<file path="src/rtl/atm_session_ctrl_if.sv">
// Card-store / keypad bundle for the ATM session sequencer.
// master = card store + user side, slave = session controller.
interface atm_session_ctrl_if #(
  parameter int P_WIDTH = 16,
  parameter int B_WIDTH = 20
);
  logic               pass_en;
  logic [P_WIDTH-1:0] password;
  logic [B_WIDTH-1:0] balance;
  logic               pin_valid;
  logic [P_WIDTH-1:0] entered_pin;
  logic               op_valid;
  logic [1:0]         op_sel;
  logic [B_WIDTH-1:0] amount;
  logic [B_WIDTH-1:0] updated_balance;
  logic               operation_done;
  logic               card_out;
  logic               card_retained;
  logic               pin_error;
  logic               timeout;
  logic [1:0]         op_status;
  logic [2:0]         state;

  modport master (
    output pass_en, password, balance, pin_valid, entered_pin, op_valid, op_sel, amount,
    input  updated_balance, operation_done, card_out, card_retained, pin_error, timeout,
           op_status, state
  );

  modport slave (
    input  pass_en, password, balance, pin_valid, entered_pin, op_valid, op_sel, amount,
    output updated_balance, operation_done, card_out, card_retained, pin_error, timeout,
           op_status, state
  );
endinterface

</file>
<file path="src/rtl/atm_session_ctrl.sv">
// ATM session sequencer: PIN check with lockout, then inquiry/withdraw/deposit on a working balance.
// pin_valid->MENU 2 cycles, op_valid->operation_done 2 edges; no backpressure, strobes outside PIN_WAIT/MENU are dropped.
module atm_session_ctrl #(
  parameter int P_WIDTH        = 16,
  parameter int B_WIDTH        = 20,
  parameter int MAX_ATTEMPTS   = 3,
  parameter int MAX_WITHDRAW   = 20000,
  parameter int TIMEOUT_CYCLES = 1000
) (
  input logic             clk,
  input logic             rst,
  atm_session_ctrl_if.slave bus
);

  localparam logic [2:0] IDLE      = 3'd0;
  localparam logic [2:0] PIN_WAIT  = 3'd1;
  localparam logic [2:0] PIN_CHECK = 3'd2;
  localparam logic [2:0] MENU      = 3'd3;
  localparam logic [2:0] EXEC      = 3'd4;
  localparam logic [2:0] DONE      = 3'd5;
  localparam logic [2:0] EJECT     = 3'd6;

  localparam logic [1:0] OP_INQ  = 2'b00;
  localparam logic [1:0] OP_WD   = 2'b01;
  localparam logic [1:0] OP_DEP  = 2'b10;
  localparam logic [1:0] OP_EXIT = 2'b11;

  localparam logic [1:0] ST_OK     = 2'b00;
  localparam logic [1:0] ST_FUNDS  = 2'b01;
  localparam logic [1:0] ST_LIMIT  = 2'b10;
  localparam logic [1:0] ST_OVFL   = 2'b11;

  localparam int TW = (TIMEOUT_CYCLES > 1) ? $clog2(TIMEOUT_CYCLES) : 1;
  localparam int AW = $clog2(MAX_ATTEMPTS + 1);
  localparam logic [TW-1:0]      TIMER_LAST = TW'(TIMEOUT_CYCLES - 1);
  localparam logic [AW-1:0]      ATT_LIMIT  = AW'(MAX_ATTEMPTS);
  localparam logic [B_WIDTH-1:0] WD_LIMIT   = B_WIDTH'(MAX_WITHDRAW);

  logic [2:0]         state_q, state_d;
  logic [P_WIDTH-1:0] pw_reg, pin_reg;
  logic [B_WIDTH-1:0] bal_q, amt_reg;
  logic [1:0]         op_reg, status_q;
  logic [TW-1:0]      timer_q;
  logic [AW-1:0]      attempts_q;
  logic               retained_q, timeout_q;

  logic               pin_match;
  logic               timer_hit;
  logic [AW-1:0]      attempts_inc;
  logic [B_WIDTH:0]   dep_sum;

  assign pin_match    = (pin_reg == pw_reg);
  assign timer_hit    = (timer_q == TIMER_LAST);
  assign attempts_inc = attempts_q + 1'b1;
  assign dep_sum      = {1'b0, bal_q} + {1'b0, amt_reg};

  always_comb begin
    state_d = state_q;
    case (state_q)
      IDLE:      if (bus.pass_en) state_d = PIN_WAIT;
      // A strobe arriving in the last idle cycle beats the timeout.
      PIN_WAIT: begin
        if (bus.pin_valid)  state_d = PIN_CHECK;
        else if (timer_hit) state_d = EJECT;
      end
      PIN_CHECK: begin
        if (pin_match)                      state_d = MENU;
        else if (attempts_inc == ATT_LIMIT) state_d = EJECT;
        else                                state_d = PIN_WAIT;
      end
      MENU: begin
        if (bus.op_valid)   state_d = (bus.op_sel == OP_EXIT) ? EJECT : EXEC;
        else if (timer_hit) state_d = EJECT;
      end
      EXEC:    state_d = DONE;
      DONE:    state_d = MENU;
      EJECT:   state_d = IDLE;
      default: state_d = IDLE;
    endcase
  end

  always_ff @(posedge clk or negedge rst) begin
    if (!rst) begin
      state_q    <= IDLE;
      pw_reg     <= '0;
      pin_reg    <= '0;
      bal_q      <= '0;
      amt_reg    <= '0;
      op_reg     <= '0;
      status_q   <= '0;
      timer_q    <= '0;
      attempts_q <= '0;
      retained_q <= 1'b0;
      timeout_q  <= 1'b0;
    end else begin
      state_q <= state_d;
      case (state_q)
        IDLE: begin
          if (bus.pass_en) begin
            pw_reg     <= bus.password;
            bal_q      <= bus.balance;
            attempts_q <= '0;
            timer_q    <= '0;
            retained_q <= 1'b0;
            timeout_q  <= 1'b0;
            status_q   <= ST_OK;
          end
        end
        PIN_WAIT: begin
          if (bus.pin_valid)  pin_reg   <= bus.entered_pin;
          else if (timer_hit) timeout_q <= 1'b1;
          else                timer_q   <= timer_q + 1'b1;
        end
        PIN_CHECK: begin
          timer_q <= '0;
          if (pin_match) begin
            attempts_q <= '0;
          end else begin
            attempts_q <= attempts_inc;
            if (attempts_inc == ATT_LIMIT) retained_q <= 1'b1;
          end
        end
        MENU: begin
          if (bus.op_valid) begin
            op_reg  <= bus.op_sel;
            amt_reg <= bus.amount;
          end else if (timer_hit) begin
            timeout_q <= 1'b1;
          end else begin
            timer_q <= timer_q + 1'b1;
          end
        end
        EXEC: begin
          status_q <= ST_OK;
          case (op_reg)
            // Per-operation limit is checked before available funds.
            OP_WD: begin
              if (amt_reg > WD_LIMIT)   status_q <= ST_LIMIT;
              else if (amt_reg > bal_q) status_q <= ST_FUNDS;
              else                      bal_q    <= bal_q - amt_reg;
            end
            OP_DEP: begin
              if (dep_sum[B_WIDTH]) status_q <= ST_OVFL;
              else                  bal_q    <= dep_sum[B_WIDTH-1:0];
            end
            default: ;
          endcase
        end
        DONE:    timer_q <= '0;
        default: ;
      endcase
    end
  end

  assign bus.updated_balance = bal_q;
  assign bus.operation_done  = (state_q == DONE);
  assign bus.card_out        = (state_q == EJECT);
  assign bus.card_retained   = retained_q;
  assign bus.pin_error       = (state_q == PIN_CHECK) && !pin_match;
  assign bus.timeout         = timeout_q;
  assign bus.op_status       = status_q;
  assign bus.state           = state_q;

endmodule

</file>
<file path="src/flat_wrapper.sv">
// flat-port wrapper written by rule: the top's interface ports become plain ports
module atm_session_ctrl_flat 
#(
  parameter int P_WIDTH        = 16,
  parameter int B_WIDTH        = 20,
  parameter int MAX_ATTEMPTS   = 3,
  parameter int MAX_WITHDRAW   = 20000,
  parameter int TIMEOUT_CYCLES = 1000
)
  (clk, rst, bus_pass_en, bus_password, bus_balance, bus_pin_valid, bus_entered_pin, bus_op_valid, bus_op_sel, bus_amount, bus_updated_balance, bus_operation_done, bus_card_out, bus_card_retained, bus_pin_error, bus_timeout, bus_op_status, bus_state);
  atm_session_ctrl_if #(.P_WIDTH(P_WIDTH), .B_WIDTH(B_WIDTH)) bus_i ();
  input logic clk;
  input logic rst;
  input wire logic [$bits(bus_i.pass_en)-1:0] bus_pass_en;
  input wire logic [$bits(bus_i.password)-1:0] bus_password;
  input wire logic [$bits(bus_i.balance)-1:0] bus_balance;
  input wire logic [$bits(bus_i.pin_valid)-1:0] bus_pin_valid;
  input wire logic [$bits(bus_i.entered_pin)-1:0] bus_entered_pin;
  input wire logic [$bits(bus_i.op_valid)-1:0] bus_op_valid;
  input wire logic [$bits(bus_i.op_sel)-1:0] bus_op_sel;
  input wire logic [$bits(bus_i.amount)-1:0] bus_amount;
  output wire logic [$bits(bus_i.updated_balance)-1:0] bus_updated_balance;
  output wire logic [$bits(bus_i.operation_done)-1:0] bus_operation_done;
  output wire logic [$bits(bus_i.card_out)-1:0] bus_card_out;
  output wire logic [$bits(bus_i.card_retained)-1:0] bus_card_retained;
  output wire logic [$bits(bus_i.pin_error)-1:0] bus_pin_error;
  output wire logic [$bits(bus_i.timeout)-1:0] bus_timeout;
  output wire logic [$bits(bus_i.op_status)-1:0] bus_op_status;
  output wire logic [$bits(bus_i.state)-1:0] bus_state;
  assign bus_i.pass_en = bus_pass_en;
  assign bus_i.password = bus_password;
  assign bus_i.balance = bus_balance;
  assign bus_i.pin_valid = bus_pin_valid;
  assign bus_i.entered_pin = bus_entered_pin;
  assign bus_i.op_valid = bus_op_valid;
  assign bus_i.op_sel = bus_op_sel;
  assign bus_i.amount = bus_amount;
  assign bus_updated_balance = bus_i.updated_balance;
  assign bus_operation_done = bus_i.operation_done;
  assign bus_card_out = bus_i.card_out;
  assign bus_card_retained = bus_i.card_retained;
  assign bus_pin_error = bus_i.pin_error;
  assign bus_timeout = bus_i.timeout;
  assign bus_op_status = bus_i.op_status;
  assign bus_state = bus_i.state;
  atm_session_ctrl #(.P_WIDTH(P_WIDTH), .B_WIDTH(B_WIDTH), .MAX_ATTEMPTS(MAX_ATTEMPTS), .MAX_WITHDRAW(MAX_WITHDRAW), .TIMEOUT_CYCLES(TIMEOUT_CYCLES)) u_core (.clk(clk), .rst(rst), .bus(bus_i));
endmodule
</file>
<file path="config.mk">
export PLATFORM = sky130hd
export DESIGN_NAME = atm_session_ctrl_flat
export DESIGN_NICKNAME = d
export VERILOG_FILES = /design/src/rtl/atm_session_ctrl_if.sv /design/src/rtl/atm_session_ctrl.sv /design/src/flat_wrapper.sv
export SDC_FILE = /design/constraint.sdc
export NUM_CORES = 1
export LEC_CHECK = 0
export ABC_AREA = 1
export CORE_MARGIN = 5
export CORE_UTILIZATION = 40
export CTS_CLUSTER_SIZE = 12
export DETAILED_ROUTE_END_ITERATION = 12
export PLACE_DENSITY = 0.68
export SYNTH_ARGS = -nofsm -noshare
export SYNTH_HDL_FRONTEND = slang
export SYNTH_SLANG_ARGS = --single-unit
</file>
<file path="constraint.sdc">
create_clock -name clk -period 2 [get_ports clk]
set_input_delay 0.4 -clock clk [delete_from_list [all_inputs] [get_ports clk]]
set_output_delay 0.4 -clock clk [all_outputs]
set_load 0.1 [all_outputs]
</file>
Word-level counts from Yosys, hierarchy flattened
Index checks and enable logic that the tools add are counted.

Register bits: 93. Latch bits: 0. Bits in writable memories: 0. ROM bits: 0. Input port bits: 79. Output and inout bits: 30. Word-level logic and storage cells: 90. Memories kept: 0.

$add $sub $neg: 4. Multipliers: 0. Divide/modulo/power cells: 0. $lt $le $gt $ge: 2. Equality and inequality tests: 21. Shift operators: 0. Muxes and demuxes: 35. Bitwise gates (word level): 0. Reductions and logical operators: 17.

Operator list (number): $mux W20 (4); $pmux W20 S2 (2); $mux W10 (4); $pmux W10 S4 (1); $add A20 B20 Y21 (1); $gt A20 B15 Y1 const B (1); $gt A20 B20 Y1 (1); $sub A20 B20 Y20 (1); $mux W3 (6); $pmux W3 S6 (1); $eq A16 B16 Y1 (1); $pmux W2 S2 (3); $reduce_and A4 Y1 (3); $add A10 B1 Y10 const B (1); $eq A10 B10 Y1 const B (1); $mux W2 (5); $reduce_and A2 Y1 (5); $eq A3 B3 Y1 const B (3); $ne A3 B3 Y1 const B (3); $ne A2 B2 Y1 const B (4); $mux W1 (7); $eq A2 B2 Y1 const B (3); $eq A3 B2 Y1 const B (2); $reduce_and A6 Y1 (1); other kinds (14) (15).

Logic depth before layout (Yosys ltp)
Depth in word-level cells: 5. Gate-level depth with buffers: 19.

Worst setup path before layout
OpenSTA, ideal clock, no wires.

Kind: register to output. Start: reg u_core.state_q[1], in the netlist u_core.bus.state[1]. End: out bus_pin_error. Arrival: 3.067 ns. Data required time: 1.600 ns. Setup slack: -1.467 ns. Cell stages (with the launch flop): 7. Cell sequence: dfrtp_1 inv_1 nor2_1 inv_1 nor2_1 inv_1 nor2_1.

Longest elaborated chain between the ends: 2.

Ends and longest elaborated chain: start: declaration (RTL line atm_session_ctrl.sv:39) `logic [2:0] state_q, state_d;`; start signal: assignment (RTL line atm_session_ctrl.sv:96) `state_q <= state_d;`; $eq A3 B2 Y1 (RTL line atm_session_ctrl.sv:159) `assign bus.pin_error = (state_q == PIN_CHECK) && !pin_match;`; $logic_and A1 B1 Y1 (RTL line atm_session_ctrl.sv:159); end: declaration (RTL line flat_wrapper.sv:26) `output wire logic [$bits(bus_i.pin_error)-1:0] bus_pin_error;`.

Every way passes these cells.

Worst setup path in the final report
Start: reg u_core.bal_q[0], in the netlist u_core.bus.updated_balance[0]. End: reg u_core.bal_q[4], in the netlist u_core.bus.updated_balance[4].

Longest elaborated chain between the ends: 5. Elaborated cells between the ends (all ways): 11.

Ends and longest elaborated chain: start: declaration (RTL line atm_session_ctrl.sv:41) `logic [B_WIDTH-1:0] bal_q, amt_reg;`; start signal: assignment (RTL line atm_session_ctrl.sv:101) `bal_q <= bus.balance;`; start signal: assignment (RTL line atm_session_ctrl.sv:140) `else bal_q <= bal_q - amt_reg;`; start signal: assignment (RTL line atm_session_ctrl.sv:144) `else bal_q <= dep_sum[B_WIDTH-1:0];`; $sub A20 B20 Y20 (RTL line atm_session_ctrl.sv:140); $mux W20 (RTL line atm_session_ctrl.sv:139) `else if (amt_reg > bal_q) status_q <= ST_FUNDS;`; $mux W20 (RTL line atm_session_ctrl.sv:138) `if (amt_reg > WD_LIMIT) status_q <= ST_LIMIT;`; $pmux W20 S2 (RTL line atm_session_ctrl.sv:135) `case (op_reg)`; $pmux W20 S2 (RTL line atm_session_ctrl.sv:97) `case (state_q)`.

Several ways; a longest one is shown, not always the timed one. The select of a mux whose other input is x is not followed. A chain may end at the register's enable or synchronous reset.

==> out/summary.txt <==
================================================================================
Status ............................................................ finished with violations
Violated checks ................................................... setup timing
Fill count ........................................................         1491
Min-delay src ..................................................... u_core.bus.op_status[0]
Std cell rows .....................................................           47
Hold path cells ...................................................            2
Register-to-Register Path Depth ...................................           12
Die Width .........................................................     141.0 µm
Share of the clock period used by the worst path after layout .....        1.110
Number of antenna violations at the first check in global routing .            0
Worst reg-to-reg setup slack ......................................     -0.22 ns
I/O pin count .....................................................          109
Hold Fails Final Rpt ..............................................            0
Antenna fix cells .................................................            0
Worst setup SP type ...............................................         flop
Number of iterations in the first detailed-routing pass ...........            5
Clk buf depth .....................................................            2
Detailed placer's ending HPWL .....................................     16.95 mm
Max FO, Critical Path .............................................            7
Number of DRC markers in iteration 0 ..............................          363
Number of storage elements in the synthesis netlist ...............           93
Kind of end point of the critical path ............................         flop
Count of warnings emitted by yosys ................................            0
Core Box Area .....................................................    16700 µm²
Count leader, synth ............................................... sky130_fd_sc_hd__nand2_1
Maximum capacitance violations ....................................            0
Aggregate global routing overflow .................................            0
Post-detailed-route via-to-cell ratio .............................        4.965
Clock latency at the later pin of the worst-skew pair .............      0.36 ns
Syn_area_per_cell .................................................    6.814 µm²
Synth area leaders ................................................ sky130_fd_sc_hd__dfrtp_1, sky130_fd_sc_hd__nand2_1, sky130_fd_sc_hd__ha_1
Final RePlAce weighted congestion .................................       0.8982
Final WS setup ....................................................   -0.2195 ns
Dominant synthesized flop cell .................................... sky130_fd_sc_hd__dfrtp_1
Clock root buffer ................................................. sky130_fd_sc_hd__clkbuf_16
Worst-case clock skew .............................................  0.009893 ns
Initial Utilization ...............................................       0.4108
Post-Syn Nets .....................................................         1132
Detailed Route WL .................................................     22.38 mm
Clock tree from TritonCTS .........................................        built
Area occupied by multi-input gates ................................     4608 µm²
FF-to-FF End ...................................................... u_core.bus.updated_balance[4]
Dominant cell type by area after synthesis ........................ sky130_fd_sc_hd__dfrtp_1
Unrepaired setup endpoints after global routing ...................          yes
Area of the mapped netlist ........................................     6862 µm²
CTS HTree Levels ..................................................            3
Remaining max-slew budget at the tightest pin .....................       0.7384
Area growth from synthesis to layout ..............................       56.84%
Antenna-violating nets left .......................................            0
DIE HEIGHT ........................................................     141.0 µm
Count of nets after finishing .....................................         1401
Share of post-route cells with drive strength above 1 .............       0.3247
Worst EP required .................................................      2.30 ns
Via Count .........................................................         7453
Share of synthesized registers carrying an async set or reset .....        1.000
Global-route wire length before repair ............................     35.87 mm
Flip-flop and latch area ..........................................     2404 µm²
Clock period minus final worst setup slack ........................     2.219 ns
Final routed DRC violation total ..................................            0
Number of global-route vias before repair .........................         7359
Endpoint arrival time on the critical path ........................      2.52 ns
Post-synth EDFFs ..................................................            0
Unique masters post-synth .........................................           37
Clock-pin transition on the worst setup and hold timing paths .....      0.08 ns
Routed WL per cell ................................................     14.91 µm
Share of synthesized area occupied by flip-flops and latches ......       0.3392
Max Clock Freq ....................................................    450.6 MHz
Class of the tightest hold or removal check ....................... flop to flop
Post-route worst hold slack .......................................    0.4952 ns
Class of the most critical setup path ............................. flop to flop
Worst Hold End .................................................... u_core.bus.op_status[0]
Total number of clock tree sinks ..................................           93
Max-slew violations ...............................................            0
Post-synth top cells .............................................. sky130_fd_sc_hd__nand2_1, sky130_fd_sc_hd__inv_1, sky130_fd_sc_hd__dfrtp_1, sky130_fd_sc_hd__nor2_1, sky130_fd_sc_hd__o21ai_0
Area share of the leading cell type in the synthesized netlist ....       0.3392
R2R Path Start .................................................... u_core.bus.updated_balance[0]
Slew at the pin closest to its max-slew limit .....................    0.3924 ns
Largest net degree at the start of global routing .................           46
Setup violation total in the final timing report ..................           21
Number of buffers created by CTS ..................................            9
Cells after Synth .................................................         1007
Die Footprint .....................................................    19870 µm²
Global routing usage summed across all routing layers .............       0.2227
# port buffers ....................................................          108
================================================================================
[layer usage]
| layer | up-vias | wire length [µm] | global-route usage |
|---|---|---|---|
| met5 | - | 0 | 0 |
| met4 | 0 | 400 | 0.06782 |
| met3 | 30 | 1328 | 0.04030 |
| met2 | 199 | 10630 | 0.3682 |
| met1 | 3474 | 10020 | 0.2980 |
| li1 | 3750 | - | - |
[kinds of logic (layout without fill, tap and decap cells)]
group	count (synthesis)	count (layout)	synth area share
buffers and inverters	149	423	0.08607
DFF	93	93	0.3392
adders and majority gates	46	46	0.08607
xor gates and xnor gates	18	18	0.02298
and+or+nand+nor	553	553	0.3353
muxes	14	14	0.02298
AOI/OAI and AO/OA	134	134	0.1074
[placed cells by master, fill, tap and decap left out, types with 6 or more instances in the layout]
master                            count
sky130_fd_sc_hd__nor2_1              65
sky130_fd_sc_hd__o211ai_1             6
sky130_fd_sc_hd__mux2_2              14
sky130_fd_sc_hd__nand3_1             51
sky130_fd_sc_hd__dfrtp_2              7
sky130_fd_sc_hd__ha_4                18
sky130_fd_sc_hd__nand2_1            317
sky130_fd_sc_hd__nand3_2             10
sky130_fd_sc_hd__xor2_1              17
sky130_fd_sc_hd__inv_1              100
sky130_fd_sc_hd__nand4_1              8
sky130_fd_sc_hd__inv_2               15
sky130_fd_sc_hd__buf_12              26
sky130_fd_sc_hd__nor2_4              13
sky130_fd_sc_hd__a21oi_2             10
sky130_fd_sc_hd__nand2_4              9
sky130_fd_sc_hd__nor3_1              13
sky130_fd_sc_hd__nor4_1               7
sky130_fd_sc_hd__nand2_2             31
sky130_fd_sc_hd__nor2_2              15
sky130_fd_sc_hd__clkbuf_16            9
sky130_fd_sc_hd__o21bai_1             6
sky130_fd_sc_hd__ha_1                25
sky130_fd_sc_hd__clkdlybuf4s50_1     77
sky130_fd_sc_hd__a21oi_1             31
sky130_fd_sc_hd__o21bai_2             6
sky130_fd_sc_hd__o21ai_0             51
sky130_fd_sc_hd__buf_6                7
sky130_fd_sc_hd__o21ai_1              8
sky130_fd_sc_hd__buf_4              176
sky130_fd_sc_hd__dfrtp_4             18
sky130_fd_sc_hd__dfrtp_1             68
[how the worst max path moves through the flow]
stage / startpoint / end / slack [ns] / cells after the start
2_1_floorplan: u_core.bus.updated_balance[0] / u_core.bus.updated_balance[3] / -0.26 / 13
3_3_place_gp: u_core.bus.updated_balance[7] / u_core.bus.updated_balance[10] / -0.21 / 14
5_1_grt: u_core.bus.updated_balance[6] / u_core.bus.updated_balance[0] / -0.29 / 13
3_5_place_dp: u_core.bus.updated_balance[7] / u_core.bus.updated_balance[4] / -0.24 / 14
6_report: u_core.bus.updated_balance[0] / u_core.bus.updated_balance[4] / -0.22 / 12
4_1_cts: u_core.bus.updated_balance[13] / u_core.bus.updated_balance[0] / -0.18 / 13
[timing repair]
action / CTS / global route
hold buffers: 1 / 0
endpoints found under the hold margin: 23 / 0
endpoints found under the setup margin: 23 / 36
setup buffers: 14 / 7
resized for setup: 66 / 91
gates cloned: 1 / 0
pin swaps: 37 / 34
[per-stage QoR]
stage / instance area (µm²) / utilization / setup TNS, ns / cells / setup slack [ns]
after floorplan: 7164 / - / -4.602 / 1007 / -0.2582
after global placement: 9784 / 0.5859 / -4.088 / 1463 / -0.2080
after detailed placement: 9784 / 0.5859 / -4.706 / 1463 / -0.2379
after CTS: 10450 / 0.6256 / -3.050 / 1495 / -0.1781
after global routing: 10760 / 0.6444 / -5.447 / 1501 / -0.2870
final: 10760 / 0.6444 / -3.829 / 1501 / -0.2195
[layout make-up]
class / instances / area share
well taps: 220 / 0.02558
multi-input cells: 765 / 0.4282
clock inverters: 7 / 0.006860
inverters: 119 / 0.04267
repair buffers: 288 / 0.2524
clock buffers: 9 / 0.02093
flip-flops and latches: 93 / 0.2233
[critical path, cell delays in order, from the launching register on]
cell and delay [ns]:
sky130_fd_sc_hd__dfrtp_4 0.46, sky130_fd_sc_hd__inv_4 0.05, sky130_fd_sc_hd__ha_4 0.16, sky130_fd_sc_hd__fa_2 0.39, sky130_fd_sc_hd__o21bai_4 0.19, sky130_fd_sc_hd__nand3_2 0.11, sky130_fd_sc_hd__nand4_1 0.12, sky130_fd_sc_hd__nand3_2 0.10
sky130_fd_sc_hd__nor2_4 0.17, sky130_fd_sc_hd__buf_6 0.14, sky130_fd_sc_hd__buf_12 0.15, sky130_fd_sc_hd__nand2_2 0.05, sky130_fd_sc_hd__nand2_1 0.07
Power is not shown: default switching activity piles up to over one toggle a cycle in this logic, so the estimate is an artifact.
